File: src/rtl/serializador_pkg.sv
// Shared state encoding and default sizing for the serializador bit-serial transmitter.
package serializador_pkg;

   typedef enum logic [1:0] {IDLE, SHIFT, GAP} ser_state_t;

   localparam int SER_WORD_W     = 8;
   localparam int SER_DEPTH      = 4;
   localparam int SER_GAP_CYCLES = 2;

endpackage

File: src/rtl/word_fifo.sv
// Small synchronous FIFO that buffers parallel words ahead of the serializer.
// The head word is always presented on rdata_o; a pop simply advances the read pointer.
module word_fifo
   import serializador_pkg::*;
#(
   parameter int WORD_W = SER_WORD_W,
   parameter int DEPTH  = SER_DEPTH
) (
   input  logic                     clk_i,
   input  logic                     rst_ni,
   input  logic                     push_i,
   input  logic                     pop_i,
   input  logic [WORD_W-1:0]        wdata_i,
   output logic [WORD_W-1:0]        rdata_o,
   output logic                     full_o,
   output logic                     empty_o,
   output logic [$clog2(DEPTH):0]   level_o
);

   localparam int AW    = $clog2(DEPTH);
   localparam int LVL_W = AW + 1;
   localparam logic [LVL_W-1:0] FULL_LVL = LVL_W'(DEPTH);

   logic [WORD_W-1:0] mem_q [DEPTH];
   logic [AW-1:0]     wr_ptr_q, rd_ptr_q;
   logic [LVL_W-1:0]  level_q, level_d;
   logic              do_push, do_pop;

   assign full_o  = (level_q == FULL_LVL);
   assign empty_o = (level_q == '0);
   assign level_o = level_q;
   assign rdata_o = mem_q[rd_ptr_q];

   assign do_push = push_i && !full_o;
   assign do_pop  = pop_i && !empty_o;

   always_comb begin
      level_d = level_q;
      case ({do_push, do_pop})
         2'b10:   level_d = level_q + LVL_W'(1);
         2'b01:   level_d = level_q - LVL_W'(1);
         default: level_d = level_q;
      endcase
   end

   always_ff @(posedge clk_i or negedge rst_ni) begin
      if (!rst_ni) begin
         wr_ptr_q <= '0;
         rd_ptr_q <= '0;
         level_q  <= '0;
      end else begin
         if (do_push) wr_ptr_q <= wr_ptr_q + AW'(1);
         if (do_pop)  rd_ptr_q <= rd_ptr_q + AW'(1);
         level_q <= level_d;
      end
   end

   // Storage is never reset; occupancy alone decides what is valid.
   always_ff @(posedge clk_i) begin
      if (do_push) mem_q[wr_ptr_q] <= wdata_i;
   end

endmodule

File: src/rtl/serializador.sv
// Bit-serial transmitter: buffers words, then replays each MSB-first on data_out/write_out,
// holding off new frames while the downstream deserializer reports busy.
module serializador
   import serializador_pkg::*;
#(
   parameter int WORD_W     = SER_WORD_W,
   parameter int DEPTH      = SER_DEPTH,
   parameter int GAP_CYCLES = SER_GAP_CYCLES
) (
   input  logic                     clock_100KHz,
   input  logic                     reset,
   input  logic [WORD_W-1:0]        word_in,
   input  logic                     word_valid_in,
   output logic                     word_ready_out,
   input  logic                     busy_in,
   output logic                     data_out,
   output logic                     write_out,
   output logic [$clog2(DEPTH):0]   level_out,
   output logic [7:0]               words_sent_out
);

   localparam int CW = $clog2(WORD_W) + 1;
   localparam int GW = $clog2(GAP_CYCLES) + 1;
   localparam logic [CW-1:0] LAST_BIT = CW'(WORD_W);
   localparam logic [GW-1:0] GAP_LOAD = GW'(GAP_CYCLES - 1);

   ser_state_t        state_q;
   logic [WORD_W-2:0] shift_q;
   logic [CW-1:0]     bit_cnt_q;
   logic [GW-1:0]     gap_cnt_q;
   logic              data_q, write_q;
   logic [7:0]        sent_q;

   logic [WORD_W-1:0] fifo_rdata;
   logic              fifo_full, fifo_empty, pop;

   assign pop            = (state_q == IDLE) && !fifo_empty && !busy_in;
   assign word_ready_out = !fifo_full;
   assign data_out       = data_q;
   assign write_out      = write_q;
   assign words_sent_out = sent_q;

   word_fifo #(
      .WORD_W (WORD_W),
      .DEPTH  (DEPTH)
   ) u_fifo (
      .clk_i   (clock_100KHz),
      .rst_ni  (reset),
      .push_i  (word_valid_in),
      .pop_i   (pop),
      .wdata_i (word_in),
      .rdata_o (fifo_rdata),
      .full_o  (fifo_full),
      .empty_o (fifo_empty),
      .level_o (level_out)
   );

   always_ff @(posedge clock_100KHz or negedge reset) begin
      if (!reset) begin
         state_q   <= IDLE;
         bit_cnt_q <= '0;
         gap_cnt_q <= '0;
         data_q    <= 1'b0;
         write_q   <= 1'b0;
         sent_q    <= 8'd0;
      end else begin
         case (state_q)
            IDLE: begin
               if (pop) begin
                  write_q   <= 1'b1;
                  data_q    <= fifo_rdata[WORD_W-1];
                  bit_cnt_q <= CW'(1);
                  state_q   <= SHIFT;
               end else begin
                  write_q <= 1'b0;
               end
            end
            SHIFT: begin
               if (bit_cnt_q == LAST_BIT) begin
                  write_q   <= 1'b0;
                  sent_q    <= sent_q + 8'd1;
                  gap_cnt_q <= GAP_LOAD;
                  state_q   <= GAP;
               end else begin
                  data_q    <= shift_q[WORD_W-2];
                  bit_cnt_q <= bit_cnt_q + CW'(1);
               end
            end
            GAP: begin
               write_q <= 1'b0;
               if (gap_cnt_q == '0) state_q <= IDLE;
               else                 gap_cnt_q <= gap_cnt_q - GW'(1);
            end
            default: state_q <= IDLE;
         endcase
      end
   end

   // The MSB leaves directly from the FIFO head, so only the remaining bits are kept.
   always_ff @(posedge clock_100KHz) begin
      if (pop)                    shift_q <= fifo_rdata[WORD_W-2:0];
      else if (state_q == SHIFT)  shift_q <= shift_q << 1;
   end

endmodule

File: config.mk
export PLATFORM = sky130hd
export DESIGN_NAME = serializador
export DESIGN_NICKNAME = d
export VERILOG_FILES = /design/src/rtl/serializador_pkg.sv /design/src/rtl/word_fifo.sv /design/src/rtl/serializador.sv
export SDC_FILE = /design/constraint.sdc
export NUM_CORES = 1
export LEC_CHECK = 0
export CORE_MARGIN = 2
export CORE_UTILIZATION = 50
export CTS_CLUSTER_DIAMETER = 60
export DETAILED_ROUTE_END_ITERATION = 16
export PLACE_DENSITY_LB_ADDON = 0.2
export REMOVE_ABC_BUFFERS = 1
export SETUP_SLACK_MARGIN = 0.2
export SLEW_MARGIN = 20
export SYNTH_ARGS = -nofsm -noshare
export SYNTH_HDL_FRONTEND = slang
export SYNTH_SLANG_ARGS = --single-unit
File: constraint.sdc
create_clock -name clock_100KHz -period 7.3 [get_ports clock_100KHz]
set_clock_uncertainty 0.05 [all_clocks]
set_input_delay 1.46 -clock clock_100KHz [delete_from_list [all_inputs] [get_ports clock_100KHz]]
set_output_delay 1.46 -clock clock_100KHz [all_outputs]
set_load 0.01 [all_outputs]
==> flow_metrics.tcl, run 1 <==
set metrics [dict create \
    status "complete, no violations" \
    cts_max_path_buffers 2 \
    tightest_slew_ps 624.1 \
    grt_pass1_wl_um 8280 \
    grt_max_degree 26 \
    clk_latency_ps 330 \
    power.density_nw_per_um2 394.9 \
    synth.top_cells.by_area "edfxtp_1, dfrtp_1, mux4_2, ha_1, mux2_2" \
    grt.total_usage_pct 18.01 \
    rr_endpoint "u_fifo.level_o[2]" \
    portBuffers 25 \
    num-fill-cells 445 \
    viasPerCell 5.459 \
    path_buf_inv 3 \
    yosysMostFrequentCell "edfxtp_1" \
    cts_resized 0 \
    die_w_um 79.15 \
    grt_pass1_vias 1693 \
    cp-end-kind "register" \
    cts_setup_buffers 0 \
    synth.top_cell.area_share_pct 41.47 \
    cts_buffers 9 \
    fin_nets 246 \
    final_cells 296 \
    initial_utilization_pct 51.60 \
    synth_common_cells "edfxtp_1, dfrtp_1, ha_1" \
    drt_iter0_drc 103 \
    critPathKind "in -> reg" \
    wl_um 4994 \
    dp_hpwl_um 3480 \
    tns_ps 0 \
    drc_errors 0 \
    fmax_mhz 309.4 \
    required_ps 7500 \
    vias 1616 \
    synthArstFlopShare_pct 39.06 \
    die-area_um2 6265 \
    synth_edf_count 39 \
    synth_sequential_area_ratio_pct 63.62 \
    worst_r2r_path_depth 10 \
    endpoint "u_fifo.level_o[2]" \
    io_pins 26 \
    clock_sinks 64 \
    ant_nets 0 \
    cp.depth 9 \
    p_total_w 0.001319 \
    path_common_cell "xor2_1" \
    ff_latch_area_um2 1797 \
    synth.distinct_cells 37 \
    r2r_slack_ps 4840 \
    detailedPlace.worstSlack_ps 3705 \
    drt_pre_antenna_iters 4 \
    drv_slew 0 \
    setup_viol 0 \
    netlist_area_um2 2824 \
    reg2reg_from "state_q[0]" \
    cp_slowest_cell "clkdlybuf4s50_1" \
    htreeDepth 3 \
    antenna_found_initial 0 \
    crit_start "busy_in" \
    holdBufCountCts 0 \
    synth_area_leader_cell "edfxtp_1" \
    synth_seq_cells 64 \
    avgSynthCellArea_um2 15.18 \
    rsz0062_at_grt "false" \
    multi_input_area_um2 954.7 \
    min_period_over_period_pct 44.27 \
    p_leak_nw 1.318 \
    gp_congestion 0.8204 \
    path_clk_slew_ps 70 \
    fin_crit_ps 3232 \
    diodes 0 \
    maxCapViolCount 0 \
    cts_tree "done" \
    cp_top_family "buffers and inverters" \
    synth_flop_cell "edfxtp_1" \
    worst_ir_drop_vdd_mv 0.2235 \
    worstPathArrival_ps 3430 \
    ys_warn_count 0 \
    crit_chain "clkdlybuf4s50_1, nor3b_1, buf_4, ha_1, inv_1, fa_1, xor2_1, nor2_1, xor2_1" \
    post-route-util_pct 61.04 \
    die_h_um 79.15 \
    slew_headroom_pct 58.39 \
    drive_gt1_share_pct 15.63 \
    grt-ovfl-total 0 \
    startpoint_type "primary input" \
    hold_viol_final 0 \
    synthCells 186 \
    syn_to_final_growth_pct 18.30 \
    final.setup.worst_slack_ps 4068 \
    cpPeakStageDelay_ps 460 \
    critPathMaxFanout 12 \
    coreArea_um2 5473 \
    min_path_type "reg -> reg" \
    cts.root.buffer_cell "clkbuf_8" \
    routedWlPerCell_um 16.87 \
    place_inst 280 \
    rows 27 \
]
cell type report:
cell class              count  share of cell area (%)
multi-input cells         105                   28.58
well taps                  72                   2.697
clock buffers              11                   4.232
repair buffers             26                   7.566
inverters                  13                   1.461
clock inverters             5                   1.685
flip-flops and latches     64                   53.78
registers in the layout, summed over array words and instances, names as in the netlist, 2 cells and up:
register         flops
state_q              2
gap_cnt_q            2
shift_q              7
u_fifo.rd_ptr_q      2
words_sent_out       8
u_fifo.wr_ptr_q      2
u_fifo.level_o       3
u_fifo.mem_q        32
bit_cnt_q            4
worst register-to-register path, stage by stage, from the launching register on:
cell     delay, ps
dfrtp_1        410
inv_1          130
ha_1           270
nor3b_1        230
buf_4          230
ha_1           210
inv_1           60
fa_1           370
xor2_1         150
nor2_1         110
xor2_1         160
where the power goes:
part / switching [W] / total, W / internal [W]
clock: 0.000133 / 0.000299 / 0.000166
sequential: 0.0000896 / 0.000598 / 0.000509
combinational: 0.000206 / 0.000422 / 0.000216
total: 0.000428 / 0.00132 / 0.000891
layer usage:
metal,GRT usage (%),vias to the layer above,part of all wire [%]
met5,0,-,0
met4,8.448,0,1.9
met3,5.227,10,3.8
met2,28.90,32,50
met1,22.61,814,44
li1,-,760,-
cell usage in the layout, fill, tap and decap left out, types with 2 or more instances in the layout:
| cell type | instances |
|---|---|
| edfxtp_1 | 39 |
| dfrtp_1 | 25 |
| clkdlybuf4s50_1 | 24 |
| ha_1 | 14 |
| inv_1 | 13 |
| clkbuf_8 | 10 |
| mux2_2 | 9 |
| xnor2_1 | 9 |
| nand2_1 | 9 |
| mux4_2 | 8 |
| nand3_1 | 8 |
| o21ai_0 | 7 |
| and3_1 | 5 |
| xor2_1 | 4 |
| and2_1 | 3 |
| mux2i_1 | 3 |
| nor2_1 | 2 |
| o21ai_1 | 2 |
| a22o_1 | 2 |
| nand2b_1 | 2 |
| a31oi_1 | 2 |
| nand4_1 | 2 |
| clkinv_2 | 2 |
through the flow:
stage	instance area [um2]	hold WS, ps
after floorplan	2800	437.8
after global placement	3148	408.6
after detailed placement	3148	411.9
after CTS	3346	425.3
after global routing	3341	434.7
final	3341	419.0
worst min-delay path by stage:
stage	end	slack (ps)	cells past startpoint	start
3_5_place_dp	words_sent_out[7]	410	1	words_sent_out[7]
3_3_place_gp	words_sent_out[7]	410	1	words_sent_out[7]
5_1_grt	words_sent_out[7]	430	1	words_sent_out[7]
4_1_cts	words_sent_out[7]	430	1	words_sent_out[7]
6_report	words_sent_out[7]	420	1	words_sent_out[7]
2_1_floorplan	gap_cnt_q[1]	440	1	gap_cnt_q[1]
cells by family (layout without fill, tap and decap cells):
kind of cell	count (synthesis)	after routing	synth area share, %
AOI/OAI and AO/OA	18	18	4.121
xor gates and xnor gates	13	13	4.032
adders and majority gates	15	15	6.912
buffers and inverters	17	55	2.570
DFF	64	64	63.62
muxes	20	20	11.03
and+or+nand+nor	39	39	7.710
Note: power is estimated with default switching activity, not from simulation.
==> run 2, diff against run 1 <==
==> constraint.sdc (replaced) <==
create_clock -name clock_100KHz -period 2.8 [get_ports clock_100KHz]
set_clock_uncertainty 0.05 [all_clocks]
set_input_delay 0.56 -clock clock_100KHz [delete_from_list [all_inputs] [get_ports clock_100KHz]]
set_output_delay 0.56 -clock clock_100KHz [all_outputs]
set_load 0.01 [all_outputs]
==> run 2 against run 1 <==
Total power rose by 150%. Clock-buffer cell count rose by 3. Die area did not move. First-iteration DRC count fell by 11%. Via count fell by 1.5%. Sequential cell count did not move. Sequential power rose to 2.6 times the previous value. Register-to-register slack got worse by 4300 ps. Largest power group unchanged. Final cell count rose by 0.34%. Critical path depth did not move. Setup slack got worse by 3600 ps. Hold slack improved by 2.3 ps.
==> flow_metrics.tcl, run 2 (synthesis gave the netlist of run 1 again) <==
set metrics [dict create \
    io_pins 26 \
    startpoint_type "register" \
    worst_ir_drop_vdd_mv 0.4480 \
    rows 27 \
    p_total_w 0.003298 \
    grt_pass1_vias 1661 \
    slew_headroom_pct 58.85 \
    diodes 0 \
    cts_setup_buffers 0 \
    grtUsageMet1_pct 22.91 \
    fmax_mhz 433.9 \
    fin_nets 247 \
    design_area_um2 3308 \
    critPathKind "reg -> reg" \
    grt-ovfl-total 0 \
    holdBufCountCts 0 \
    grt_pass1_wl_um 8121 \
    cp-end-kind "register" \
    clk_latency_ps 330 \
    final_common_cell "edfxtp_1" \
    die-area_um2 6265 \
    initial_utilization_pct 51.60 \
    drv_slew 0 \
    die_w_um 79.15 \
    die_h_um 79.15 \
    setup_viol 0 \
    cts_resized 0 \
    tightest_slew_ps 617.3 \
    htreeDepth 3 \
    final_cell_mix "edfxtp_1, dfrtp_1, clkdlybuf4s50_1" \
    cts.root.buffer_cell "clkbuf_8" \
    drt_pre_antenna_iters 4 \
    largest_reg_flops 32 \
    grt_util_met3_pct 3.409 \
    cts_max_path_buffers 2 \
    drc_errors 0 \
    maxCapViolCount 0 \
    final_cells 297 \
    p_leak_nw 1.302 \
    min_period_over_period_pct 82.30 \
    max_flop_register "u_fifo.mem_q" \
    fin_crit_ps 2305 \
    path_clk_slew_ps 60 \
    clock_sinks 64 \
    power.density_nw_per_um2 996.9 \
    top_usage_layer "met2" \
    cts_tree "done" \
    viasPerCell 5.360 \
    worstPathArrival_ps 2510 \
    critPathMaxFanout 6 \
    min_path_type "reg -> reg" \
    routedWlPerCell_um 16.49 \
    required_ps 3010 \
    post_dp_cell_area_um2 3156 \
    gp_congestion 0.7738 \
    vias 1592 \
    ant_nets 0 \
    syn_to_final_growth_pct 17.15 \
    hold_viol_final 0 \
    status "complete, no violations" \
    wl_um 4897 \
    drive_gt1_share_pct 13.78 \
    place_inst 281 \
    grt_max_degree 26 \
    portBuffers 25 \
    drt_iter0_drc 92 \
    grt.total_usage_pct 17.84 \
    cts_buffers 9 \
    dp_hpwl_um 3401 \
    antenna_found_initial 0 \
    grtUsageMet2_pct 28.39 \
    num-fill-cells 434 \
    rsz0062_at_grt "false" \
    coreArea_um2 5473 \
]
## run 2: layout make-up
class	count	area [um2]	area share (%)
flip-flops and latches	64	1797	54.31
multi-input cells	105	954.7	28.86
repair buffers	27	265.3	8.018
clock buffers	14	142.6	4.312
well taps	72	90.09	2.723
inverters	13	48.80	1.475
clock inverters	2	10.01	0.3026
## run 2: critical path: stages, from the launching register on
cell     delay (ps)
dfrtp_1         420
inv_1           130
ha_1            260
nor3b_1         310
ha_1            240
inv_1            60
fa_1            370
xor2_1          150
nor2_1          110
xor2_1          140
## run 2: layer usage
layer | up-vias | wire [um]
met1 | 796 | 2080
met2 | 29 | 2496
li1 | 758 | -
met4 | 0 | 125
met5 | - | 0
met3 | 9 | 193
## run 2: worst paths after layout
path	from	endpoint	slack [ps]	cells after the start
worst min-delay path	words_sent_out[7]	words_sent_out[7]	420	1
worst max-delay path	state_q[0]	u_fifo.level_o[2]	500	9
worst min register to register	words_sent_out[7]	words_sent_out[7]	420	1
min in group asynchronous	reset	write_out	540	2
max in group asynchronous	reset	words_sent_out[4]	1900	2
worst max register to register	state_q[0]	u_fifo.level_o[2]	500	9
## run 2: report_power, final
part	total, W	internal [W]	switching [W]
clock	0.000644	0.000320	0.000324
combinational	0.00110	0.000566	0.000537
sequential	0.00155	0.00133	0.000224
total	0.00330	0.00221	0.00109
## run 2: stage by stage
| step | worst slack (ps) | hold slack (ps) | utilization, % | TNS, ps |
|---|---|---|---|---|
| 2_1_floorplan | -24.62 | 214.4 | - | -24.62 |
| 3_3_place_gp | 286.0 | 411.6 | 57.66 | 0 |
| 3_5_place_dp | 246.7 | 412.4 | 57.66 | 0 |
| 4_1_cts | 472.2 | 425.5 | 60.45 | 0 |
| 5_1_grt | 329.4 | 451.5 | 60.45 | 0 |
| 6_report | 495.5 | 421.3 | 60.45 | 0 |
